**src/rtl/alu_result_tx_sequencer_pkg.sv**
```systemverilog
`default_nettype none
// ============================================================================
// alu_tx_pkg : shared types and constants for the ALU result TX sequencer
// Revision   : 1.0
// ============================================================================
package alu_tx_pkg;

    typedef enum logic [1:0] {
        IDLE    = 2'd0,
        START   = 2'd1,
        WAIT_HI = 2'd2,
        WAIT_LO = 2'd3
    } tx_seq_state_t;

    // Upper nibble of the flags byte on the wire
    localparam logic [3:0] FLAGS_BYTE_PAD = 4'b0000;

    localparam int FLAG_ZERO_BIT     = 0;
    localparam int FLAG_NEGATIVE_BIT = 1;
    localparam int FLAG_OVERFLOW_BIT = 2;
    localparam int FLAG_CARRY_BIT    = 3;

endpackage
`default_nettype wire

```
**src/rtl/alu_result_tx_sequencer_pending_buf.sv**
```systemverilog
`default_nettype none
// ============================================================================
// tx_pending_buf : single-entry holding register; drop flags a push into a full slot
// Revision       : 1.0
// ============================================================================
module tx_pending_buf #(
    parameter int WIDTH = 20
) (
    input  logic             clock,
    input  logic             reset,
    input  logic             push,
    input  logic             pop,
    input  logic [WIDTH-1:0] push_data,
    output logic [WIDTH-1:0] pop_data,
    output logic             full,
    output logic             drop
);
    logic             r_full;
    logic [WIDTH-1:0] r_data;

    // A push in the same cycle as a pop reuses the freed slot
    assign drop     = push && r_full && !pop;
    assign full     = r_full;
    assign pop_data = r_data;

    always_ff @(posedge clock) begin
        if (!reset) begin
            r_full <= 1'b0;
            r_data <= '0;
        end else if (pop) begin
            r_full <= push;
            if (push) begin
                r_data <= push_data;
            end
        end else if (push && !r_full) begin
            r_full <= 1'b1;
            r_data <= push_data;
        end
    end

endmodule
`default_nettype wire

```
**src/rtl/alu_result_tx_sequencer.sv**
```systemverilog
`default_nettype none
// ============================================================================
// alu_result_tx_sequencer : serialises captured ALU results into UART TX bytes
// Revision                : 1.0
// ============================================================================
module alu_result_tx_sequencer
    import alu_tx_pkg::*;
#(
    parameter int DATA_W       = 16,
    parameter int FLAGS_EN     = 1,
    parameter int LSB_FIRST    = 1,
    parameter int BUSY_TIMEOUT = 16
) (
    input  logic              clock,
    input  logic              reset,
    input  logic [DATA_W-1:0] result,
    input  logic [3:0]        flags,
    input  logic              result_valid,
    input  logic              clear_overrun,
    output logic [7:0]        tx_data,
    output logic              tx_start,
    input  logic              tx_busy,
    output logic              busy,
    output logic              overrun,
    output logic              timeout_err
);
    localparam int RBYTES = DATA_W / 8;
    localparam int NBYTES = RBYTES + FLAGS_EN;
    localparam int IDX_W  = $clog2(NBYTES + 1);
    localparam int TO_W   = $clog2(BUSY_TIMEOUT + 1);
    localparam int CAP_W  = DATA_W + 4;
    localparam logic [IDX_W-1:0] c_last_idx = IDX_W'(NBYTES - 1);
    localparam logic [TO_W-1:0]  c_to_last  = TO_W'(BUSY_TIMEOUT - 1);

    tx_seq_state_t              r_state;
    logic [DATA_W+7:0]          r_sr;
    logic [IDX_W-1:0]           r_index;
    logic [TO_W-1:0]            r_to_cnt;
    logic [7:0]                 r_tx_data;
    logic                       r_tx_start;
    logic                       r_overrun;
    logic                       r_timeout_err;

    logic [CAP_W-1:0]           w_capture;
    logic [CAP_W-1:0]           w_pend_data;
    logic                       w_push;
    logic                       w_pop;
    logic                       w_pend_full;
    logic                       w_drop;
    logic                       w_last;
    logic                       w_to_hit;
    logic [(1<<IDX_W)-1:0][7:0] w_bytes;

    function automatic logic [DATA_W+7:0] sr_image(input logic [CAP_W-1:0] cap);
        return {FLAGS_BYTE_PAD, cap[CAP_W-1 -: 4], cap[DATA_W-1:0]};
    endfunction

    assign w_capture = {flags[FLAG_CARRY_BIT:FLAG_ZERO_BIT], result};
    assign w_last    = (r_index == c_last_idx);
    assign w_to_hit  = (r_state == WAIT_HI) && !tx_busy && (r_to_cnt == c_to_last);
    // Pending is also drained from IDLE: a result can land there on the final-byte edge
    assign w_push    = result_valid && ((r_state != IDLE) || w_pend_full);
    assign w_pop     = w_pend_full &&
                       ((r_state == IDLE) || ((r_state == WAIT_LO) && !tx_busy && w_last));

    for (genvar k = 0; k < (1 << IDX_W); k++) begin : g_bytes
        if (k < RBYTES) begin : g_res
            if (LSB_FIRST != 0) begin : g_lsb
                assign w_bytes[k] = r_sr[8*k +: 8];
            end else begin : g_msb
                assign w_bytes[k] = r_sr[DATA_W-8-8*k +: 8];
            end
        end else if ((k == RBYTES) && (FLAGS_EN != 0)) begin : g_flags
            assign w_bytes[k] = r_sr[DATA_W +: 8];
        end else begin : g_zero
            assign w_bytes[k] = 8'h00;
        end
    end

    tx_pending_buf #(
        .WIDTH (CAP_W)
    ) u_pending (
        .clock     (clock),
        .reset     (reset),
        .push      (w_push),
        .pop       (w_pop),
        .push_data (w_capture),
        .pop_data  (w_pend_data),
        .full      (w_pend_full),
        .drop      (w_drop)
    );

    always_ff @(posedge clock) begin
        if (!reset) begin
            r_state       <= IDLE;
            r_sr          <= '0;
            r_index       <= '0;
            r_to_cnt      <= '0;
            r_tx_data     <= '0;
            r_tx_start    <= 1'b0;
            r_overrun     <= 1'b0;
            r_timeout_err <= 1'b0;
        end else begin
            r_tx_start <= 1'b0;

            if (w_drop) begin
                r_overrun <= 1'b1;
            end else if (clear_overrun) begin
                r_overrun <= 1'b0;
            end

            if (w_to_hit) begin
                r_timeout_err <= 1'b1;
            end else if (clear_overrun) begin
                r_timeout_err <= 1'b0;
            end

            case (r_state)
                IDLE: begin
                    r_index <= '0;
                    if (w_pend_full) begin
                        r_sr    <= sr_image(w_pend_data);
                        r_state <= START;
                    end else if (result_valid) begin
                        r_sr    <= sr_image(w_capture);
                        r_state <= START;
                    end
                end
                START: begin
                    r_to_cnt <= '0;
                    if (!tx_busy) begin
                        r_tx_start <= 1'b1;
                        r_tx_data  <= w_bytes[r_index];
                        r_state    <= WAIT_HI;
                    end
                end
                WAIT_HI: begin
                    // A missing busy pulse is treated as a completed byte
                    if (tx_busy || w_to_hit) begin
                        r_state <= WAIT_LO;
                    end else begin
                        r_to_cnt <= r_to_cnt + 1'b1;
                    end
                end
                WAIT_LO: begin
                    if (!tx_busy) begin
                        if (w_last) begin
                            r_index <= '0;
                            if (w_pend_full) begin
                                r_sr    <= sr_image(w_pend_data);
                                r_state <= START;
                            end else begin
                                r_state <= IDLE;
                            end
                        end else begin
                            r_index <= r_index + 1'b1;
                            r_state <= START;
                        end
                    end
                end
                default: r_state <= IDLE;
            endcase
        end
    end

    assign tx_data     = r_tx_data;
    assign tx_start    = r_tx_start;
    assign busy        = (r_state != IDLE) || w_pend_full;
    assign overrun     = r_overrun;
    assign timeout_err = r_timeout_err;

endmodule
`default_nettype wire

```
**config.mk**
```make
export PLATFORM = sky130hd
export DESIGN_NAME = alu_result_tx_sequencer
export DESIGN_NICKNAME = d
export VERILOG_FILES = /design/src/rtl/alu_result_tx_sequencer_pkg.sv /design/src/rtl/alu_result_tx_sequencer_pending_buf.sv /design/src/rtl/alu_result_tx_sequencer.sv
export SDC_FILE = /design/constraint.sdc
export NUM_CORES = 1
export LEC_CHECK = 0
export ABC_AREA = 0
export CAP_MARGIN = 20
export CORE_ASPECT_RATIO = 2
export CORE_MARGIN = 1
export CORE_UTILIZATION = 55
export CTS_CLUSTER_DIAMETER = 200
export DETAILED_ROUTE_END_ITERATION = 8
export GPL_TIMING_DRIVEN = 0
export PLACE_DENSITY = 0.82
export SLEW_MARGIN = 5
export SYNTH_ARGS = -nofsm -noshare
export SYNTH_HDL_FRONTEND = slang
export SYNTH_HIERARCHICAL = 1
export SYNTH_SLANG_ARGS = --single-unit
```
**constraint.sdc**
```tcl
create_clock -name clock -period 2.1 [get_ports clock]
set_input_delay 0.21 -clock clock [delete_from_list [all_inputs] [get_ports clock]]
set_output_delay 0.21 -clock clock [all_outputs]
set_load 0.05 [all_outputs]
```
Yosys cells after proc, flatten, opt, wreduce, memory -nomap -nowiden
Cells that the tools add are included.
{ "classes": {"eq_ne": 13, "n_mux": 30, "n_bitwise": 1, "addsub": 2, "n_reduce_logical": 29, "magnitude_cmp": 1} }
{ "ops": {"columns": ["op", "count"], "rows": [
  ["two-way mux 24 bit", 5],
  ["two-way mux 20 bit", 3],
  ["case mux 24 bit (2 select lines)", 1],
  ["binary-select mux 8 bit (select 2 bit)", 1],
  ["two-way mux 2 bit", 8],
  ["nonzero test 2 bit", 6],
  ["case mux 5 bit (2 select lines)", 1],
  ["AND reduction 2 bit", 5],
  ["logical AND 1 bit", 9],
  ["two-way mux 8 bit", 1],
  ["!= test 2 bit, second input constant", 4],
  ["case mux 2 bit (4 select lines)", 1],
  ["two-way mux 1 bit", 7],
  ["equality test 2 bit, second input constant", 3],
  ["!= test 2 x 1 -> 1 bit, second input constant", 3],
  ["adder 5 x 1 -> 5 bit, second input constant", 1],
  ["equality test 5 x 4 -> 1 bit, second input constant", 1],
  ["two-way mux 5 bit", 1],
  ["AND reduction 5 bit", 1],
  ["case mux 2 bit (2 select lines)", 1],
  ["AND reduction 4 bit", 1],
  ["logical NOT 1 bit", 3],
  ["logical OR 1 bit", 3],
  ["less-than comparator 2 x 3 -> 1 bit, second input constant", 1],
  ["5 further kinds", 5]
]} }
{ "totals": {"output_inout_bits": 12, "regBits": 65, "input_bits": 25, "word_cells": 86} }

Depth between registers and ports, before layout
{ "depth": {"ltp_word": 8, "ltp_mapped": 8, "mapped_depth_nobuf": 8} }

Modules after synthesis
Netlist, hierarchy kept.
{ "by_module_without_submodules": {"columns": ["module", "instances", "area_per_inst_um2", "cells_per_inst", "seq_area_each_um2"], "rows": [
  ["alu_result_tx_sequencer", 1, 2020.7, 215, 800.8],
  ["tx_pending_buf", 1, 859.6, 92, 420.4]
]} }

Worst setup path before layout
Ideal clock, no wire load.
{ "synth_path": {"path_kind": "reg2reg", "start": "register r_state[0]", "end": "register u_pending.r_data[0], in the netlist u_pending/pop_data[0]", "n_path_buf": 1, "required_ns": 2.028, "path_stages_with_launch": 8, "setup_time_ns": 0.072, "t_arrival_ns": 1.763, "setup_slack_ns": 0.265, "period_less_slack_ns": 1.835, "cell_sequence": "dfxtp_1 inv_1 ha_1 nand2b_1 and2_1 nor2b_4 buf_6 mux2i_1"} }
{ "synth_between": {"elab_cells_between_ends": 14, "cone_classes": "eq/ne: 2; mux: 1; reduce/logical: 11"} }
{ "synth_lines": {"columns": ["item", "line", "text"], "rows": [
  ["start, declared", "alu_result_tx_sequencer.sv:35", "tx_seq_state_t r_state;"],
  ["start signal, assigned", "alu_result_tx_sequencer.sv:95", "r_state <= IDLE;"],
  ["start signal, assigned", "alu_result_tx_sequencer.sv:123", "r_state <= START;"],
  ["start signal, assigned", "alu_result_tx_sequencer.sv:126", "r_state <= START;"],
  ["nonzero test 2 bit *", null, null],
  ["logical OR 1 bit *", null, null],
  ["net busy", "alu_result_tx_sequencer.sv:23", "output logic busy,"],
  ["logical AND 1 bit *", "alu_result_tx_sequencer.sv:62", "assign w_push = result_valid && ((r_state != IDLE) || w_pend_full);"],
  ["net w_push", "alu_result_tx_sequencer.sv:46", "logic w_push;"],
  ["logical AND 1 bit", "alu_result_tx_sequencer_pending_buf.sv:35", "end else if (push && !r_full) begin"],
  ["nonzero test 2 bit (no line)", null, null],
  ["AND reduction 2 bit (no line) *", null, null],
  ["end signal, assigned", "alu_result_tx_sequencer_pending_buf.sv:33", "r_data <= push_data;"],
  ["end signal, assigned", "alu_result_tx_sequencer_pending_buf.sv:37", "r_data <= push_data;"],
  ["end, declared", "alu_result_tx_sequencer_pending_buf.sv:19", "logic [WIDTH-1:0] r_data;"]
]} }
The timed path passes the listed nets; every way through them passes the cells marked *.
A chain may end at the register's enable or synchronous reset.

Final worst setup path
{ "layout_path": {"start": "register r_state[1]", "end": "register u_pending.r_data[4], in the netlist u_pending/pop_data[4]"} }
{ "layout_between": {"elab_chain_cells": 7, "elab_cells_between_ends": 14, "cone_classes": "eq/ne: 2; mux: 1; reduce/logical: 11"} }
{ "layout_lines": {"columns": ["item", "line", "text"], "rows": [
  ["equality test 2 bit", "alu_result_tx_sequencer.sv:64", "((r_state == IDLE) || ((r_state == WAIT_LO) && !tx_busy && w_last));"],
  ["logical AND 1 bit (2 in series)", "alu_result_tx_sequencer.sv:64", null],
  ["logical OR 1 bit *", "alu_result_tx_sequencer.sv:64", null],
  ["logical AND 1 bit *", "alu_result_tx_sequencer.sv:63", "assign w_pop = w_pend_full &&"],
  ["net w_pop", "alu_result_tx_sequencer.sv:47", "logic w_pop;"],
  ["!= test 2 x 1 -> 1 bit (no line) / nonzero test 2 bit (equally long branches)", null, null],
  ["AND reduction 2 bit (no line)", null, null]
]} }
Marked as above.

==> results by group <==
Min path
  • Hold Path Depth: 3
  • Min-Delay Endpoint: u_pending/pop_data[15]
  • Hold_sp: result[15]
  • Worst hold path type: input port to flip-flop

Critical path
  • Crit path kind: flip-flop to flip-flop
  • Startpoint Class: flip-flop
  • Endpoint class of the critical path: flip-flop
  • Worst EP required: 2.36 ns
  • R2R depth: 8
  • Reg-to-Reg End: u_pending/pop_data[4]
  • CP Max Fanout: 10
  • R2r setup slk: 0.09 ns
  • Arrival time worst endpoint: 2.27 ns
  • Worst reg2reg startpoint: r_state[1]

Run
  • Max-Cap Viols: 0

GRT
  • First-pass GRT wire length: 10.12 mm
  • Largest net degree at the start of global routing: 12
  • Gr usage total: 25.00%
  • Antenna violations before repair: 0
  • Total global routing overflow: 0
  • Vias in the first global route: 2226

Yosys
  • Cell Area, Synth: 2880 µm²
  • Syn Nets: 339
  • Sequential area share after synthesis: 42.40%
  • Cell accounting for the most synthesized area: dfxtp_1
  • Post-synthesis cell count: 307
  • Post-synth top area share: 42.40%
  • Syn avg cell area: 9.382 µm²
  • Most instantiated library cell after synthesis: dfxtp_1
  • Synth warn: 6
  • Post-synth ARST share: 0%
  • Post-synth EDFFs: 0
  • Synth cell count leaders: dfxtp_1, nand2_1, mux2i_1
  • Post-synth top flop: dfxtp_1
  • Top cells by area, synth: dfxtp_1, mux2i_1, o211a_1
  • Netlist cell types: 34
  • #FFs+latches synth: 61

Placement
  • Routability cong.: 0.8274
  • Post-DP HPWL: 4.492 mm
  • Buffers on Ports: 36

Clock tree
  • H-tree Lvls: 3
  • Clk sink count: 61
  • Root buffer cell: clkbuf_8
  • Clk slew on worst S/H paths: 0.07 ns
  • Clock Tree Buf Depth: 2
  • Setup Buffers After CTS: 0
  • Clk Latency, worst-skew pair: 0.34 ns
  • Clock buffer count from CTS: 9
  • CTS tree: done
  • Hold buffers post-CTS: 0

Pwr
  • PwrDens: 1333 nW/µm²
  • Peak supply drop: 1216 µV
  • Total power: 4.698 mW
  • LEAKAGE: 1.627 nW

STA
  • Fmax: 0.4966 GHz
  • RSZ-0062 raised after global routing: no
  • Fin. Hold Viols: 0
  • Clock Skew: 0.004920 ns
  • Slew HR: 65.59%
  • Crit share post-route: 95.89%
  • Final setup violation count: 0
  • Slew Limit Fails: 0
  • Final TNS setup: 0 ns
  • Measured slew at the worst slew-check pin: 0.5161 ns
  • Final min period: 2.014 ns

Cells and area
  • Diodes inserted: 0
  • Final net count: 386
  • Layout cells sized above 1: 10.86%
  • Area growth syn-to-layout: 22.33%
  • Filler cells: 402

Floorplanning
  • DIE AREA: 5548 µm²
  • I/O pin total: 37
  • Die H: 104.3 µm
  • Die W: 53.17 µm
  • Core Footprint: 4955 µm²
  • Std-Cell Rows: 36
  • Initial Utilization: 58.13%

Routing
  • Routed WL per cell: 14.59 µm
  • Final wirelength: 6.069 mm
  • Pre-Repair DR Iteration Count: 4
  • DRC: 0
  • Final ANT Viol Nets: 0
  • Detailed-route via count: 2325
  • Via density: 5.589
  • Initial drt markers: 40

Outcome
  • Status: finished, final reports clean
state kept, by name (all words and copies together) (netlist names):
signal and cells:
overrun 1, tx_data 8, r_to_cnt 5, r_sr 20, tx_start 1, r_index 2, timeout_err 1, u_pending/full 1
r_state 2, u_pending/pop_data 20
cells by family (layout without fill, tap and decap cells):
logic type / count (synthesis) / in the layout / share of synthesized area (%)
and+or+nand+nor: 116 / 116 / 19.03
DFF: 61 / 61 / 42.40
muxes: 49 / 49 / 17.20
AOI/OAI and AO/OA: 46 / 46 / 12.82
buffers and inverters: 26 / 78 / 4.908
adders and majority gates: 7 / 7 / 3.041
xor gates and xnor gates: 2 / 2 / 0.6083
through the flow:
stage	setup slack, ns	util, %	instance area, µm²	hold WS (ns)	std cells
detailed placement	0.07827	66.84	3312	0.4462	400
global placement	0.1754	66.84	3312	0.4411	400
floorplan	0.2654	-	2880	0.3521	307
global route	0.01204	71.11	3523	0.4538	416
CTS	0.1029	71.06	3521	0.4382	416
finish	0.08632	71.11	3523	0.4449	416
layer usage:
metal / routed length (µm) / vias to the layer above / GRT usage [%]
met5: 0 / - / 0
met3: 153 / 20 / 4.386
met1: 2387 / 1095 / 26.29
li1: - / 1164 / -
met2: 3296 / 46 / 43.67
met4: 232 / 0 / 14.29
worst max path at each step:
stage | start | endpoint | slack (ns) | cells after the start
floorplan | r_state[0] | u_pending/pop_data[0] | 0.27 | 7
global placement | r_to_cnt[0] | r_state[1] | 0.18 | 7
detailed placement | tx_busy | u_pending/pop_data[10] | 0.08 | 8
CTS | r_state[1] | u_pending/pop_data[4] | 0.10 | 8
global route | r_state[1] | u_pending/pop_data[4] | 0.01 | 8
finish | r_state[1] | u_pending/pop_data[4] | 0.09 | 8
layout by cell type, fill, tap and decap left out, types with 7 or more instances in the layout:
cell             synthesis  routed
clkdlybuf4s50_1          0      35
nand2_1                 48      48
nor2_1                  21      21
a21oi_1                  8       8
buf_2                   10      10
nand3_1                 23      23
o211a_1                 20      20
dfxtp_1                 61      61
nand2b_1                 7       7
mux2i_1                 45      45
clkbuf_8                 0      11
cell type report:
| class | count | area (µm²) | share of cell area (%) |
|---|---|---|---|
| Sequential cell | 61 | 1221 | 34.66 |
| Tap cell | 57 | 71.32 | 2.024 |
| Multi-Input combinational cell | 220 | 1520 | 43.15 |
| Clock buffer | 11 | 151.4 | 4.297 |
| Buffer | 21 | 122.6 | 3.480 |
| Inverter | 5 | 18.77 | 0.5327 |
| Timing Repair Buffer | 36 | 359.1 | 10.19 |
| Clock inverter | 5 | 58.81 | 1.669 |
where the power goes:
part           leakage (nW)  internal, mW  switching, mW  total (mW)
clock                 0.102         0.612          0.468        1.08
sequential            0.500          1.45          0.190        1.64
combinational          1.03         0.902           1.07        1.98
worst max-delay path, stage by stage (launching register included):
cell and delay, ns:
dfxtp_1 0.41, ha_2 0.27, nor2b_1 0.25, a21oi_1 0.13, nor2b_1 0.21, nor2b_4 0.08, nor2b_4 0.16, buf_6 0.19
mux2i_1 0.24
timing repair:
action                     in CTS  in global routing
hold endpoints to repair        0                  0
resized for setup               1                  1
setup endpoints to repair       1                  1
No activity file was read; power rests on OpenSTA's default activity.
